$ cat src/rtl/rdma_wr_data_framer_if.sv
// Request + AXI-stream payload channel bundle shared by both sides of the framer.
interface rdma_wr_data_framer_if #(
  parameter int DATA_BITS = 512,
  parameter int REQ_BITS  = 128
);
  logic                   req_valid;
  logic                   req_ready;
  logic [REQ_BITS-1:0]    req_data;
  logic                   tvalid;
  logic                   tready;
  logic [DATA_BITS-1:0]   tdata;
  logic [DATA_BITS/8-1:0] tkeep;
  logic                   tlast;

  modport master (
    output req_valid, req_data, tvalid, tdata, tkeep, tlast,
    input  req_ready, tready
  );

  modport slave (
    input  req_valid, req_data, tvalid, tdata, tkeep, tlast,
    output req_ready, tready
  );
endinterface

$ cat src/rtl/rdma_wr_data_framer.sv
// Pairs each write request with ceil(len/BEAT_BYTES) payload beats; request is issued one cycle
// after acceptance, payload passes through combinationally and is back-pressured outside DATA.
module rdma_wr_data_framer #(
  parameter int DATA_BITS = 512,
  parameter int REQ_BITS  = 128,
  parameter int LEN_BITS  = 32
) (
  input  logic                         aclk,
  input  logic                         areset,
  rdma_wr_data_framer_if.slave         s,
  rdma_wr_data_framer_if.master        m,
  output logic                         err_tlast,
  output logic [15:0]                  zero_len_cnt
);
  localparam int KEEP_BITS  = DATA_BITS / 8;
  localparam int BEAT_BYTES = KEEP_BITS;
  localparam int BEAT_SHIFT = $clog2(BEAT_BYTES);

  typedef enum logic [1:0] {IDLE, ISSUE, DATA} state_t;

  state_t                  state;
  logic [REQ_BITS-1:0]     req_q;
  logic [LEN_BITS:0]       cnt;
  logic [BEAT_SHIFT-1:0]   rem_q;
  logic                    req_rdy_q;
  logic                    req_vld_q;

  logic [LEN_BITS-1:0]     len;
  logic [LEN_BITS:0]       beats;
  logic                    in_data;
  logic                    last;
  logic                    beat_hs;
  logic [KEEP_BITS-1:0]    last_keep;
  logic [KEEP_BITS-1:0]    keep;
  logic                    unused_keep;

  assign len   = s.req_data[64 +: LEN_BITS];
  // One extra bit keeps the round-up from wrapping at the maximum length.
  assign beats = ({1'b0, len} + (LEN_BITS+1)'(BEAT_BYTES-1)) >> BEAT_SHIFT;

  assign in_data   = (state == DATA);
  assign last      = (cnt == (LEN_BITS+1)'(1));
  assign beat_hs   = in_data && s.tvalid && m.tready;
  assign last_keep = (KEEP_BITS'(1) << rem_q) - KEEP_BITS'(1);

  // Incoming tkeep is ignored; the output keep is rebuilt from the request length.
  assign unused_keep = ^s.tkeep;

  always_comb begin
    keep = '0;
    if (in_data) keep = (last && rem_q != '0) ? last_keep : '1;
  end

  assign s.req_ready = req_rdy_q;
  assign m.req_valid = req_vld_q;
  assign m.req_data  = req_q;
  assign m.tvalid    = in_data && s.tvalid;
  assign s.tready    = in_data && m.tready;
  assign m.tdata     = in_data ? s.tdata : '0;
  assign m.tlast     = in_data && last;
  assign m.tkeep     = keep;

  always_ff @(posedge aclk or posedge areset) begin
    if (areset) begin
      state        <= IDLE;
      req_q        <= '0;
      cnt          <= '0;
      rem_q        <= '0;
      req_rdy_q    <= 1'b0;
      req_vld_q    <= 1'b0;
      err_tlast    <= 1'b0;
      zero_len_cnt <= '0;
    end else begin
      case (state)
        IDLE: begin
          if (!req_rdy_q) begin
            req_rdy_q <= 1'b1;
          end else if (s.req_valid) begin
            if (len == '0) begin
              if (zero_len_cnt != 16'hFFFF) zero_len_cnt <= zero_len_cnt + 16'd1;
            end else begin
              req_q     <= s.req_data;
              cnt       <= beats;
              rem_q     <= len[BEAT_SHIFT-1:0];
              req_rdy_q <= 1'b0;
              req_vld_q <= 1'b1;
              state     <= ISSUE;
            end
          end
        end
        ISSUE: begin
          if (m.req_ready) begin
            req_vld_q <= 1'b0;
            state     <= DATA;
          end
        end
        DATA: begin
          if (beat_hs) begin
            cnt <= cnt - (LEN_BITS+1)'(1);
            if (s.tlast != last) err_tlast <= 1'b1;
            if (last) begin
              state     <= IDLE;
              req_rdy_q <= 1'b1;
            end
          end
        end
        default: state <= IDLE;
      endcase
    end
  end
endmodule

$ cat src/flat_wrapper.sv
// flat-port wrapper written by rule: the top's interface ports become plain ports
module rdma_wr_data_framer_flat 
#(
  parameter int DATA_BITS = 512,
  parameter int REQ_BITS  = 128,
  parameter int LEN_BITS  = 32
)
  (aclk, areset, err_tlast, zero_len_cnt, s_req_valid, s_req_data, s_tvalid, s_tdata, s_tkeep, s_tlast, s_req_ready, s_tready, m_req_valid, m_req_data, m_tvalid, m_tdata, m_tkeep, m_tlast, m_req_ready, m_tready);
  rdma_wr_data_framer_if #(.DATA_BITS(DATA_BITS), .REQ_BITS(REQ_BITS)) s_i ();
  rdma_wr_data_framer_if #(.DATA_BITS(DATA_BITS), .REQ_BITS(REQ_BITS)) m_i ();
  input  logic aclk;
  input  logic areset;
  output logic err_tlast;
  output logic [15:0] zero_len_cnt;
  input wire logic [$bits(s_i.req_valid)-1:0] s_req_valid;
  input wire logic [$bits(s_i.req_data)-1:0] s_req_data;
  input wire logic [$bits(s_i.tvalid)-1:0] s_tvalid;
  input wire logic [$bits(s_i.tdata)-1:0] s_tdata;
  input wire logic [$bits(s_i.tkeep)-1:0] s_tkeep;
  input wire logic [$bits(s_i.tlast)-1:0] s_tlast;
  output wire logic [$bits(s_i.req_ready)-1:0] s_req_ready;
  output wire logic [$bits(s_i.tready)-1:0] s_tready;
  output wire logic [$bits(m_i.req_valid)-1:0] m_req_valid;
  output wire logic [$bits(m_i.req_data)-1:0] m_req_data;
  output wire logic [$bits(m_i.tvalid)-1:0] m_tvalid;
  output wire logic [$bits(m_i.tdata)-1:0] m_tdata;
  output wire logic [$bits(m_i.tkeep)-1:0] m_tkeep;
  output wire logic [$bits(m_i.tlast)-1:0] m_tlast;
  input wire logic [$bits(m_i.req_ready)-1:0] m_req_ready;
  input wire logic [$bits(m_i.tready)-1:0] m_tready;
  assign s_i.req_valid = s_req_valid;
  assign s_i.req_data = s_req_data;
  assign s_i.tvalid = s_tvalid;
  assign s_i.tdata = s_tdata;
  assign s_i.tkeep = s_tkeep;
  assign s_i.tlast = s_tlast;
  assign s_req_ready = s_i.req_ready;
  assign s_tready = s_i.tready;
  assign m_req_valid = m_i.req_valid;
  assign m_req_data = m_i.req_data;
  assign m_tvalid = m_i.tvalid;
  assign m_tdata = m_i.tdata;
  assign m_tkeep = m_i.tkeep;
  assign m_tlast = m_i.tlast;
  assign m_i.req_ready = m_req_ready;
  assign m_i.tready = m_tready;
  rdma_wr_data_framer #(.DATA_BITS(DATA_BITS), .REQ_BITS(REQ_BITS), .LEN_BITS(LEN_BITS)) u_core (.aclk(aclk), .areset(areset), .s(s_i), .m(m_i), .err_tlast(err_tlast), .zero_len_cnt(zero_len_cnt));
endmodule
$ cat config.mk
export PLATFORM = sky130hd
export DESIGN_NAME = rdma_wr_data_framer_flat
export DESIGN_NICKNAME = d
export VERILOG_FILES = /design/src/rtl/rdma_wr_data_framer_if.sv /design/src/rtl/rdma_wr_data_framer.sv /design/src/flat_wrapper.sv
export SDC_FILE = /design/constraint.sdc
export NUM_CORES = 1
export LEC_CHECK = 0
export BUFFER_PORTS_ARGS = -buffer_cell sky130_fd_sc_hd__buf_2
export CAP_MARGIN = 0
export CELL_PAD_IN_SITES_DETAIL_PLACEMENT = 0
export CELL_PAD_IN_SITES_GLOBAL_PLACEMENT = 1
export CORE_AREA = 2 2 566 568
export DETAILED_ROUTE_END_ITERATION = 10
export DIE_AREA = 0 0 568 570
export MAX_ROUTING_LAYER = met4
export PLACE_DENSITY = 0.32
export SYNTH_ARGS = -nofsm -noshare
export SYNTH_HDL_FRONTEND = slang
export SYNTH_SLANG_ARGS = --single-unit
export TNS_END_PERCENT = 30
$ cat constraint.sdc
create_clock -name aclk -period 5.29 [get_ports aclk]
set_input_delay 0 -clock aclk [delete_from_list [all_inputs] [get_ports aclk]]
set_output_delay 0 -clock aclk [all_outputs]
set_load 0.05 [all_outputs]
==> results of run 1 <==
## power by group
group	leakage (nW)	switching (mW)	internal [mW]
Sequential	2.18	0.449	2.02
Combinational	10.1	10.4	2.94
Clock	0.334	0.825	0.902
Total	12.6	11.7	5.86
## registers in the layout (all words and copies together) (netlist names)
| name | cells |
|---|---|
| u_core.err_tlast | 1 |
| u_core.rem_q | 5 |
| u_core.s.req_ready | 1 |
| u_core.zero_len_cnt | 16 |
| u_core.m.req_data | 123 |
| u_core.cnt | 33 |
| u_core.m.req_valid | 1 |
| u_core.state | 2 |
## cell families (layout without fill, tap and decap cells)
logic type	Yosys count	in the layout	synth area share [%]
AOI/OAI and AO/OA	232	232	10.7
xor gates and xnor gates	54	54	3.51
adders and majority gates	4	4	0.371
buffers and inverters	145	1580	4.47
DFF	182	182	33.8
muxes	130	130	10.8
other	0	220	0
and+or+nand+nor	840	840	36.4
## metrics by stage
stage	power, mW	hold WS [ps]	std cells
6_report	17.5	28.5	7422
5_1_grt	18.5	53.0	7360
4_1_cts	18.0	35.4	7202
3_5_place_dp	16.0	139	7036
3_3_place_gp	16.0	136	7036
2_1_floorplan	11.5	122	1587
## tightest hold or removal path: cells and delay by family
kind / cells / cell delay (ps)
AOI/OAI and AO/OA: 1 / 130
buffers and inverters: 1 / 150
and+or+nand+nor: 2 / 270
## cells in the mapped netlist (all sizes together), types with 3 or more instances
| library cell | instances |
|---|---|
| a2111oi | 3 |
| a211oi | 10 |
| a21oi | 97 |
| a31oi | 17 |
| and2 | 522 |
| and3 | 14 |
| and4 | 3 |
| buf | 30 |
| clkbuf | 102 |
| dfrtp | 182 |
| ha | 4 |
| inv | 13 |
| mux2 | 127 |
| mux2i | 3 |
| nand2 | 93 |
| nand2b | 7 |
| nand3 | 34 |
| nand4 | 21 |
| nor2 | 63 |
| nor2b | 5 |
| nor3 | 26 |
| nor4 | 23 |
| o21a | 6 |
| o21ai | 57 |
| o22ai | 4 |
| o31a | 5 |
| o31ai | 6 |
| o41ai | 3 |
| or2 | 7 |
| or3 | 10 |
| or4 | 4 |
| xnor2 | 36 |
| xor2 | 18 |
## routing by layer
layer / vias to the layer above / global-route usage [%]
met5: - / -
met4: 0 / 2.72
met3: 349 / 6.69
met2: 1322 / 21.0
met1: 9181 / 14.0
li1: 8461 / -
## final timing paths
| kind | from | endpoint | slack, ps | cells after the start |
|---|---|---|---|---|
| worst max-delay path | u_core.cnt[8]$_DFFE_PP0P_ | m_tkeep[48] | 1250 | 7 |
| worst min-delay path | s_tvalid | u_core.state[1]$_DFFE_PP0P_ | 30 | 4 |
| worst max register to register | u_core.cnt[0]$_DFFE_PP0P_ | u_core.cnt[30]$_DFFE_PP0P_ | 2370 | 8 |
| worst min register to register | u_core.err_tlast$_DFFE_PP0P_ | u_core.err_tlast$_DFFE_PP0P_ | 460 | 1 |
| max in group asynchronous | areset | u_core.zero_len_cnt[6]$_DFFE_PP0P_ | 3390 | 5 |
| min in group asynchronous | areset | u_core.m.req_data[51]$_DFFE_PP0P_ | 640 | 4 |
## placed cells by master, fill, tap and decap left out, types with 5 or more instances in the layout
master                          count
sky130_fd_sc_hd__o21ai_0           49
sky130_fd_sc_hd__and2_1           521
sky130_fd_sc_hd__buf_4             24
sky130_fd_sc_hd__o21a_1             6
sky130_fd_sc_hd__buf_2           1372
sky130_fd_sc_hd__inv_1             11
sky130_fd_sc_hd__dlygate4sd3_1    133
sky130_fd_sc_hd__buf_12             5
sky130_fd_sc_hd__diode_2          220
sky130_fd_sc_hd__nor4_1            19
sky130_fd_sc_hd__a31oi_1           17
sky130_fd_sc_hd__nand4_1           21
sky130_fd_sc_hd__mux2_1            85
sky130_fd_sc_hd__nand2b_1           6
sky130_fd_sc_hd__xor2_1            18
sky130_fd_sc_hd__a21oi_1           97
sky130_fd_sc_hd__a211oi_1           9
sky130_fd_sc_hd__dfrtp_1          182
sky130_fd_sc_hd__mux2_2            42
sky130_fd_sc_hd__o21ai_1            8
sky130_fd_sc_hd__clkbuf_16         21
sky130_fd_sc_hd__or2_2              6
sky130_fd_sc_hd__o31ai_1            6
sky130_fd_sc_hd__and3_1            13
sky130_fd_sc_hd__nor2_1            58
sky130_fd_sc_hd__nand3_1           34
sky130_fd_sc_hd__nor3_1            25
sky130_fd_sc_hd__or3_1              8
sky130_fd_sc_hd__xnor2_1           36
sky130_fd_sc_hd__nand2_1           93
## repair_timing
action / in CTS / in global routing
endpoints found under the setup margin: 0 / 0
hold endpoints to repair: 219 / 0
gates resized for setup: 0 / 0
hold buffers: 133 / 0
## layout make-up
type | instances | area, um2
fill | 37400 | 289000
timing repair buffer | 1534 | 8480
multi-input combinational | 1260 | 8350
tap | 4180 | 5230
sequential | 182 | 4550
antenna | 220 | 551
clock buffer | 23 | 543
clock inverter | 10 | 148
inverter | 13 | 63.8
==> impl_table.tex, run 1 <==
\begin{tabular}{lr}
\hline
Metric & Value \\
\hline
\multicolumn{2}{l}{\textbf{Global route}} \\
Number of global-route vias before repair & 19.3k \\
Gr ovfl total & 0 \\
Total Routing Usage GR & 13.0\% \\
First-pass GRT wire length & 256,000 um \\
Largest net degree at the start of global routing & 191 \\
Antenna violations before repair & 332 \\
\multicolumn{2}{l}{\textbf{Timing}} \\
Crit path setup slack, layout & 1250 ps \\
Transition time of the tightest slew-check pin & 1170 ps \\
Post-route clock period utilization & 76.4\% \\
RSZ-0062 raised after global routing & false \\
Count of final setup violators & 0 \\
Setup skew after layout & 43.7 ps \\
Headroom to the max-slew limit & 22.3\% \\
Max Clock Freq & 248 MHz \\
Final count of pins violating max slew & 0 \\
Period minus WS final & 4040 ps \\
Final hold viol count & 0 \\
Setup\_tns & 0 ps \\
\multicolumn{2}{l}{\textbf{Setup path}} \\
Crit path cell chain & or4\_4, nor4\_2, nand4\_1, buf\_4, nor2b\_4, a31oi\_1, buf\_2 \\
Crit path required time & 5290 ps \\
CP delay by family, top & simple AND/OR/NAND/NOR gates \\
Buffering stage count on the worst path with inverters included & 2 \\
Type of the worst setup path & reg2out \\
Top fanout value on the critical path & 42 \\
Endpoint class of the critical path & output port \\
Type of element launching the critical path & flop \\
Crit path largest cell delay & 830 ps \\
Cell at the slowest stage of the critical path & sky130\_fd\_sc\_hd\_\_nor2b\_4 \\
Crit path DAT & 4040 ps \\
\multicolumn{2}{l}{\textbf{Yosys}} \\
Post-synth ARST share & 100\% \\
Sequential element share of the synthesized area & 33.8\% \\
Post-synthesis net count & 2,302 \\
Warnings from Yosys & 0 \\
Synth Cell Area & 13,500 um2 \\
Main flop type after synthesis & sky130\_fd\_sc\_hd\_\_dfrtp\_1 \\
EDFF count, synth & 0 \\
Unique cell type count in the Yosys netlist & 77 \\
Yosys top cell area share & 33.8\% \\
Top post-synthesis cells by area & sky130\_fd\_sc\_hd\_\_dfrtp\_1, sky130\_fd\_sc\_hd\_\_and2\_1, sky130\_fd\_sc\_hd\_\_mux2\_1 \\
Mean instance size in the synthesized netlist & 8.50 um2 \\
Dominant cell type by area after synthesis & sky130\_fd\_sc\_hd\_\_dfrtp\_1 \\
Total of flip-flops plus latches after synthesis & 182 \\
Cell count after synthesis & 1,587 \\
\multicolumn{2}{l}{\textbf{Drt}} \\
Total vias in the final route & 19.3k \\
Final wirelength & 212,000 um \\
Remaining antenna violation count after routing & 0 \\
Highest metal layer with signal wires & met4 \\
Drt pass-1 iters & 7 \\
Remaining DRCs & 0 \\
Amount of wire on met2 after detailed routing & 98,000 um \\
Initial DRC Count & 977 \\
WL/cell & 28.6 um \\
Detailed-routed wire length on met3 & 24,500 um \\
Met1 routed wirelength after detailed routing & 83,300 um \\
Ratio of routed vias to standard cells & 2.60 \\
\multicolumn{2}{l}{\textbf{Clocking}} \\
CTS tree & built \\
CTS Sinks & 182 \\
Clock network latency to the later pin of the worst-skew pair & 600 ps \\
Total number of H-tree levels & 4 \\
Library cell used as clock root buffer & sky130\_fd\_sc\_hd\_\_clkbuf\_16 \\
Inserted Clock Buffers & 21 \\
\# Post-CTS Setup Buffers & 0 \\
Max clock buf depth & 3 \\
Reg clk slew, reported paths & 120 ps \\
\multicolumn{2}{l}{\textbf{Cells and area}} \\
Total number of nets in the final design & 3,727 \\
Synth-to-layout area growth & 107\% \\
Final cell area excluding filler cells & 27,900 um2 \\
Fraction of final layout cells sized beyond drive strength 1 & 49.9\% \\
Final Core Density & 8.80\% \\
\multicolumn{2}{l}{\textbf{Outcome}} \\
Outcome & finished clean \\
\multicolumn{2}{l}{\textbf{Die}} \\
Initial Util & 4.25\% \\
Core Footprint & 317,000 um2 \\
Placement Rows & 207 \\
Die Area & 324,000 um2 \\
DIE HEIGHT & 570 um \\
Die width & 568 um \\
I/O pin total & 1,437 \\
\multicolumn{2}{l}{\textbf{Worst hold path}} \\
Class of the most critical hold timing path & in2reg \\
\multicolumn{2}{l}{\textbf{Placed design}} \\
Input/output buffers & 1,372 \\
Final HPWL DP & 191,000 um \\
Pre-CTS WS & 1770 ps \\
Placed inst area & 25,300 um2 \\
Final GP Congestion & 0.919 \\
\multicolumn{2}{l}{\textbf{Power}} \\
Reported leakage power & 12.6 nW \\
Largest vdd supply drop & 0.000263 V \\
P per Cell Area & 627 nW/um2 \\
\multicolumn{2}{l}{\textbf{Job}} \\
Max Cap Violations & 0 \\
\hline
\end{tabular}
(Power assumes the default switching activity.)
==> inputs of run 2 (changes only) <==
- clock period: 5.29 -> 3.4 ns (I/O delays scaled with it)
==> impl_table.tex, run 2 (same netlist as run 1, synthesis figures left out) <==
\begin{tabular}{lr}
\hline
Metric & Value \\
\hline
\multicolumn{2}{l}{\textbf{Timing}} \\
Final count of pins violating max slew & 0 (unchanged) \\
Setup skew after layout & 35.5 ps (was 43.7 ps) \\
Transition time of the tightest slew-check pin & 1090 ps (was 1170 ps) \\
Setup\_tns & 0 ps (unchanged) \\
RSZ-0062 raised after global routing & true (was false) \\
Post-route clock period utilization & 93.9\% \\
Hold slack final & 27.3 ps (was 28.5 ps) \\
Max Clock Freq & 313 MHz \\
Headroom to the max-slew limit & 27.3\% (was 22.3\%) \\
Period minus WS final & 3190 ps \\
Final hold viol count & 0 (unchanged) \\
Count of final setup violators & 0 (unchanged) \\
\multicolumn{2}{l}{\textbf{Global route}} \\
First-pass GRT wire length & 262,000 um (was 256,000 um) \\
Largest net degree at the start of global routing & 167 (was 191) \\
Antenna violations before repair & 321 (was 332) \\
Total Routing Usage GR & 13.3\% (was 13.0\%) \\
Number of global-route vias before repair & 19.7k (was 19.3k) \\
Gr ovfl total & 0 (unchanged) \\
\multicolumn{2}{l}{\textbf{Setup path}} \\
Crit path cell chain & buf\_4, nand3b\_1, a2111oi\_4, nor3\_1, buf\_4, a311o\_1, a31oi\_1, buf\_2 (was or4\_4, nor4\_2, nand4\_1, buf\_4, nor2b\_4, a31oi\_1, buf\_2) \\
Cell at the slowest stage of the critical path & sky130\_fd\_sc\_hd\_\_a2111oi\_4 (was sky130\_fd\_sc\_hd\_\_nor2b\_4) \\
Buffering stage count on the worst path with inverters included & 3 (was 2) \\
Cell type with the highest occurrence count on the critical path & sky130\_fd\_sc\_hd\_\_buf\_4 \\
Crit path largest cell delay & 530 ps (was 830 ps) \\
Type of element launching the critical path & flop (unchanged) \\
CP delay by family, top & compound AO/OA/AOI/OAI gates (was simple AND/OR/NAND/NOR gates) \\
Endpoint class of the critical path & output port (unchanged) \\
Top fanout value on the critical path & 13 (was 42) \\
Crit path required time & 3400 ps (was 5290 ps) \\
Type of the worst setup path & reg2out (unchanged) \\
Crit path DAT & 3190 ps (was 4040 ps) \\
\multicolumn{2}{l}{\textbf{Power}} \\
P per Cell Area & 977 nW/um2 (was 627 nW/um2) \\
Internal power consumption & 9.94 mW (was 5.86 mW) \\
Largest vdd supply drop & 0.000373 V (was 0.000263 V) \\
Fraction of power consumed by combinational cells & 77.7\% (was 76.1\%) \\
Reported leakage power & 13.1 nW (was 12.6 nW) \\
Part of the power in registers & 13.4\% (was 14.1\%) \\
Switching share of power & 65.4\% (was 66.6\%) \\
Net Sw Power & 18.8 mW (was 11.7 mW) \\
Power share of the clock group & 8.9\% (was 9.9\%) \\
\multicolumn{2}{l}{\textbf{Die}} \\
Die width & 568 um (unchanged) \\
Core Footprint & 317,000 um2 (unchanged) \\
Placement Rows & 207 (unchanged) \\
DIE HEIGHT & 570 um (unchanged) \\
Die Area & 324,000 um2 (unchanged) \\
I/O pin total & 1,437 (unchanged) \\
Initial Util & 4.25\% (unchanged) \\
\multicolumn{2}{l}{\textbf{Drt}} \\
Ratio of routed vias to standard cells & 2.65 (was 2.60) \\
Total vias in the final route & 19.6k (was 19.3k) \\
WL/cell & 29.4 um (was 28.6 um) \\
Highest metal layer with signal wires & met4 (unchanged) \\
Final wirelength & 218,000 um (was 212,000 um) \\
Detailed-routed wire length on met3 & 30,000 um (was 24,500 um) \\
Drt pass-1 iters & 5 (was 7) \\
Met1 routed wirelength after detailed routing & 71,500 um (was 83,300 um) \\
Initial DRC Count & 859 (was 977) \\
Remaining antenna violation count after routing & 0 (unchanged) \\
Amount of wire on met2 after detailed routing & 108,000 um (was 98,000 um) \\
Remaining DRCs & 0 (unchanged) \\
\multicolumn{2}{l}{\textbf{Cells and area}} \\
Synth-to-layout area growth & 118\% (was 107\%) \\
Commonest cells after routing, fill and taps aside & sky130\_fd\_sc\_hd\_\_buf\_2, sky130\_fd\_sc\_hd\_\_and2\_1, sky130\_fd\_sc\_hd\_\_dfrtp\_1, sky130\_fd\_sc\_hd\_\_dlygate4sd3\_1, sky130\_fd\_sc\_hd\_\_a21oi\_1 (unchanged) \\
Max reg flops & 123 (unchanged) \\
Most frequent standard cell in the layout excluding fill and tap cells & sky130\_fd\_sc\_hd\_\_buf\_2 (unchanged) \\
Total number of nets in the final design & 3,766 (was 3,727) \\
Final std cells w/o fill & 7,398 (was 7,422) \\
Fraction of final layout cells sized beyond drive strength 1 & 50.9\% (was 49.9\%) \\
\multicolumn{2}{l}{\textbf{Job}} \\
Max Cap Violations & 0 (unchanged) \\
\multicolumn{2}{l}{\textbf{Clocking}} \\
CTS Sinks & 182 (unchanged) \\
Reg clk slew, reported paths & 100 ps (was 120 ps) \\
Max clock buf depth & 3 (unchanged) \\
Clock network latency to the later pin of the worst-skew pair & 580 ps (was 600 ps) \\
CTS tree & built (unchanged) \\
Library cell used as clock root buffer & sky130\_fd\_sc\_hd\_\_clkbuf\_16 (unchanged) \\
Total number of H-tree levels & 4 (unchanged) \\
Inserted Clock Buffers & 21 (unchanged) \\
\multicolumn{2}{l}{\textbf{Outcome}} \\
Outcome & finished clean (unchanged) \\
\multicolumn{2}{l}{\textbf{Placed design}} \\
DP Cell Count & 7,069 (was 7,036) \\
Final GP Congestion & 0.931 (was 0.919) \\
Final HPWL DP & 198,000 um (was 191,000 um) \\
Input/output buffers & 1,372 (unchanged) \\
\multicolumn{2}{l}{\textbf{Worst hold path}} \\
Class of the most critical hold timing path & in2reg (unchanged) \\
\hline
\end{tabular}
## run 2: layout make-up
| class | count | area (um2) |
|---|---|---|
| flip-flops and latches | 182 | 4560 |
| multi-input cells | 1260 | 8420 |
| diodes | 158 | 395 |
| well taps | 4180 | 5230 |
| fillers | 37300 | 288000 |
| clock buffers | 23 | 543 |
| inverters | 13 | 60.1 |
| repair buffers | 1573 | 10100 |
| clock inverters | 9 | 109 |
## run 2: layer usage
metal / vias up / track usage [%]
met2: 1366 / 23.3
met3: 440 / 9.64
met4: 0 / 3.53
li1: 8482 / -
met5: - / -
met1: 9295 / 11.2
## run 2: through the flow
stage                     total power, mW  utilization (%)  instance area (um2)  setup slack (ps)
after floorplan                      17.9                -                13500              21.7
after global placement               26.5             8.47                26900               202
after detailed placement             26.4             8.47                26900               277
after CTS                            29.5             9.12                28900             -1.68
after global routing                 30.4             9.23                29300             -3.93
final                                28.7             9.27                29400               208
## run 2: what timing repair did
item                                    in CTS  in global routing
endpoints found under the hold margin      182                  0
gates resized for setup                     14                 12
buffers inserted                             2                  2
endpoints found under the setup margin      56                 42
pin swaps                                    2                  2
hold buffers                               135                  0
gates cloned                                 0                  0
## run 2: tightest hold or removal path, cell delays in order
cell and delay (ps):
sky130_fd_sc_hd__buf_2 220, sky130_fd_sc_hd__buf_4 220, sky130_fd_sc_hd__mux2_1 130
## run 2: power groups by stage
stage,clock network [mW],logic (mW),registers [mW]
finish,2.56,22.3,3.85
global route,2.84,23.5,4.00
CTS,2.81,22.8,3.87
detailed placement,0,22.5,3.90
global placement,0,22.6,3.87
floorplan,0,11.4,6.52
## run 2: path summary, 6_finish.rpt
kind / cells after the start / slack, ps / endpoint / from
max in group asynchronous: 5 / 1680 / u_core.m.req_data[62]$_DFFE_PP0P_ / areset
setup reg to reg: 8 / 610 / u_core.cnt[30]$_DFFE_PP0P_ / u_core.cnt[0]$_DFFE_PP0P_
hold reg to reg: 1 / 460 / u_core.err_tlast$_DFFE_PP0P_ / u_core.err_tlast$_DFFE_PP0P_
hold / removal: 3 / 30 / u_core.m.req_data[79]$_DFFE_PP0P_ / s_req_data[79]
min in group asynchronous: 4 / 640 / u_core.zero_len_cnt[3]$_DFFE_PP0P_ / areset
setup / recovery: 8 / 210 / m_tkeep[48] / u_core.rem_q[2]$_DFFE_PP0P_
==> inputs of run 3 (changes only) <==
- clock period: 3.4 -> 2.8 ns (I/O delays scaled with it)
==> impl_table.tex, run 3 (same netlist as run 1, synthesis figures left out) <==
\begin{tabular}{lr}
\hline
Metric & Value \\
\hline
\multicolumn{2}{l}{\textbf{Clocking}} \\
Reg clk slew, reported paths & 110 ps (was 100 ps) \\
CTS tree & built (unchanged) \\
Max clock buf depth & 3 (unchanged) \\
Total number of H-tree levels & 4 (unchanged) \\
Clock network latency to the later pin of the worst-skew pair & 570 ps (was 580 ps) \\
Library cell used as clock root buffer & sky130\_fd\_sc\_hd\_\_clkbuf\_16 (unchanged) \\
CTS Sinks & 182 (unchanged) \\
Inserted Clock Buffers & 21 (unchanged) \\
\multicolumn{2}{l}{\textbf{Outcome}} \\
Violated checks & negative setup slack \\
Outcome & complete, but fails checks (was finished clean) \\
\multicolumn{2}{l}{\textbf{Timing}} \\
RSZ-0062 raised after global routing & true (unchanged) \\
Transition time of the tightest slew-check pin & 810 ps (was 1090 ps) \\
Final hold viol count & 0 (unchanged) \\
Post-route clock period utilization & 102\% \\
Setup\_tns & -182 ps (was 0 ps) \\
Final count of pins violating max slew & 0 (unchanged) \\
Period minus WS final & 2850 ps \\
Count of final setup violators & 8 (was 0) \\
Max Clock Freq & 351 MHz \\
Headroom to the max-slew limit & 45.8\% (was 27.3\%) \\
Crit path setup slack, layout & -50.6 ps (was 208 ps) \\
Setup skew after layout & 40.9 ps (was 35.5 ps) \\
\multicolumn{2}{l}{\textbf{Cells and area}} \\
Final Core Density & 10.3\% (was 9.27\%) \\
Synth-to-layout area growth & 142\% (was 118\%) \\
Footprint of the multi-input gates & 8610 um2 (was 8420 um2) \\
Area occupied by registers & 4570 um2 (was 4560 um2) \\
Commonest cells after routing, fill and taps aside & sky130\_fd\_sc\_hd\_\_buf\_2, sky130\_fd\_sc\_hd\_\_and2\_1, sky130\_fd\_sc\_hd\_\_buf\_12, sky130\_fd\_sc\_hd\_\_dfrtp\_1, sky130\_fd\_sc\_hd\_\_buf\_4 (was sky130\_fd\_sc\_hd\_\_buf\_2, sky130\_fd\_sc\_hd\_\_and2\_1, sky130\_fd\_sc\_hd\_\_dfrtp\_1, sky130\_fd\_sc\_hd\_\_dlygate4sd3\_1, sky130\_fd\_sc\_hd\_\_a21oi\_1) \\
Fraction of final layout cells sized beyond drive strength 1 & 53.5\% (was 50.9\%) \\
Total number of nets in the final design & 3,840 (was 3,766) \\
Final cell area excluding filler cells & 32,700 um2 (was 29,400 um2) \\
Max reg flops & 123 (unchanged) \\
Most frequent standard cell in the layout excluding fill and tap cells & sky130\_fd\_sc\_hd\_\_buf\_2 (unchanged) \\
Filler cell count in the final layout & 36.9k (was 37.3k) \\
\multicolumn{2}{l}{\textbf{Die}} \\
DIE HEIGHT & 570 um (unchanged) \\
Die Area & 324,000 um2 (unchanged) \\
Core Footprint & 317,000 um2 (unchanged) \\
Initial Util & 4.25\% (unchanged) \\
I/O pin total & 1,437 (unchanged) \\
Die width & 568 um (unchanged) \\
Placement Rows & 207 (unchanged) \\
\multicolumn{2}{l}{\textbf{Global route}} \\
First-pass GRT wire length & 266,000 um (was 262,000 um) \\
Gr ovfl total & 0 (unchanged) \\
Antenna violations before repair & 310 (was 321) \\
Number of global-route vias before repair & 20.1k (was 19.7k) \\
Largest net degree at the start of global routing & 148 (was 167) \\
Total Routing Usage GR & 13.5\% (was 13.3\%) \\
\multicolumn{2}{l}{\textbf{Setup path}} \\
Crit path DAT & 2850 ps (was 3190 ps) \\
Type of element launching the critical path & flop (unchanged) \\
Type of the worst setup path & reg2out (unchanged) \\
Top fanout value on the critical path & 6 (was 13) \\
Endpoint class of the critical path & output port (unchanged) \\
Crit path required time & 2800 ps (was 3400 ps) \\
\multicolumn{2}{l}{\textbf{Worst hold path}} \\
Class of the most critical hold timing path & in2async (was in2reg) \\
\multicolumn{2}{l}{\textbf{Drt}} \\
Highest metal layer with signal wires & met4 (unchanged) \\
Amount of wire on met2 after detailed routing & 110,000 um (was 108,000 um) \\
Drt pass-1 iters & 4 (was 5) \\
Met1 routed wirelength after detailed routing & 72,800 um (was 71,500 um) \\
Detailed-routed wire length on met3 & 29,300 um (was 30,000 um) \\
Initial DRC Count & 870 (was 859) \\
Final wirelength & 221,000 um (was 218,000 um) \\
WL/cell & 29.7 um (was 29.4 um) \\
Total vias in the final route & 19.8k (was 19.6k) \\
Ratio of routed vias to standard cells & 2.67 (was 2.65) \\
Remaining antenna violation count after routing & 0 (unchanged) \\
Remaining DRCs & 0 (unchanged) \\
\multicolumn{2}{l}{\textbf{Power}} \\
Reported leakage power & 14.1 nW (was 13.1 nW) \\
Largest vdd supply drop & 0.000490 V (was 0.000373 V) \\
P per Cell Area & 1170 nW/um2 (was 977 nW/um2) \\
Sum of internal, switching and leakage power & 38.2 mW (was 28.7 mW) \\
\multicolumn{2}{l}{\textbf{Placed design}} \\
Final HPWL DP & 199,000 um (was 198,000 um) \\
Placed inst area & 29,500 um2 (was 26,900 um2) \\
Final GP Congestion & 0.930 (was 0.931) \\
Input/output buffers & 1,372 (unchanged) \\
\multicolumn{2}{l}{\textbf{Job}} \\
Max Cap Violations & 0 (unchanged) \\
\hline
\end{tabular}
## run 3: per-layer routing
layer	vias up	track usage, %
met5	-	-
met4	0	3.41
met3	440	9.46
met2	1354	23.8
met1	9460	11.4
li1	8582	-
## run 3: worst paths after layout
check,from,endpoint,slack [ps],cells after the start
setup / recovery,u_core.rem_q[2]$_DFFE_PP0P_,m_tkeep[48],-50,9
hold / removal,areset,u_core.zero_len_cnt[15]$_DFFE_PP0P_,80,3
setup reg to reg,u_core.cnt[9]$_DFFE_PP0P_,u_core.state[1]$_DFFE_PP0P_,160,8
hold reg to reg,u_core.err_tlast$_DFFE_PP0P_,u_core.err_tlast$_DFFE_PP0P_,460,1
max in group asynchronous,areset,u_core.cnt[20]$_DFFE_PP0P_,1700,5
min in group aclk,m_tready,u_core.s.req_ready$_DFFE_PP0P_,100,5
## run 3: power breakdown
group / internal, mW / switching, mW
Clock: 1.59 / 1.59
Combinational: 9.09 / 21.3
Sequential: 3.82 / 0.814
Total: 14.5 / 23.7
## run 3: critical path, stage by stage (launching register included)
cell and delay [ps]:
sky130_fd_sc_hd__dfrtp_2 450, sky130_fd_sc_hd__buf_6 140, sky130_fd_sc_hd__nand3b_1 200, sky130_fd_sc_hd__a2111oi_4 360
sky130_fd_sc_hd__buf_4 200, sky130_fd_sc_hd__nor3_1 60, sky130_fd_sc_hd__buf_4 170, sky130_fd_sc_hd__a311o_1 280
sky130_fd_sc_hd__a31oi_1 180, sky130_fd_sc_hd__buf_4 250
## run 3: through the flow
stage               worst slack, ps  cells  hold WS (ps)
floorplan                      -578   1587           122
global placement              -37.6   7119           130
detailed placement            -57.8   7119           121
CTS                            -146   7307          12.0
global route                   -218   7412          62.7
finish                        -50.6   7428          80.4
## run 3: cell type report
cell class	count	share of cell area [%]
clock inverter	11	0.410
timing repair buffer	1647	40.6
sequential	182	14.0
inverter	13	0.184
multi-input combinational	1260	26.3
antenna	113	0.865
clock buffer	22	1.62
tap	4180	16.0
## run 3: what timing repair did
action	in CTS	in global routing
endpoints found under the setup margin	94	91
buffers inserted	20	5
hold buffers	133	0
gates cloned	2	4
pin swaps	27	7
resized for setup	130	31
endpoints found under the hold margin	179	0
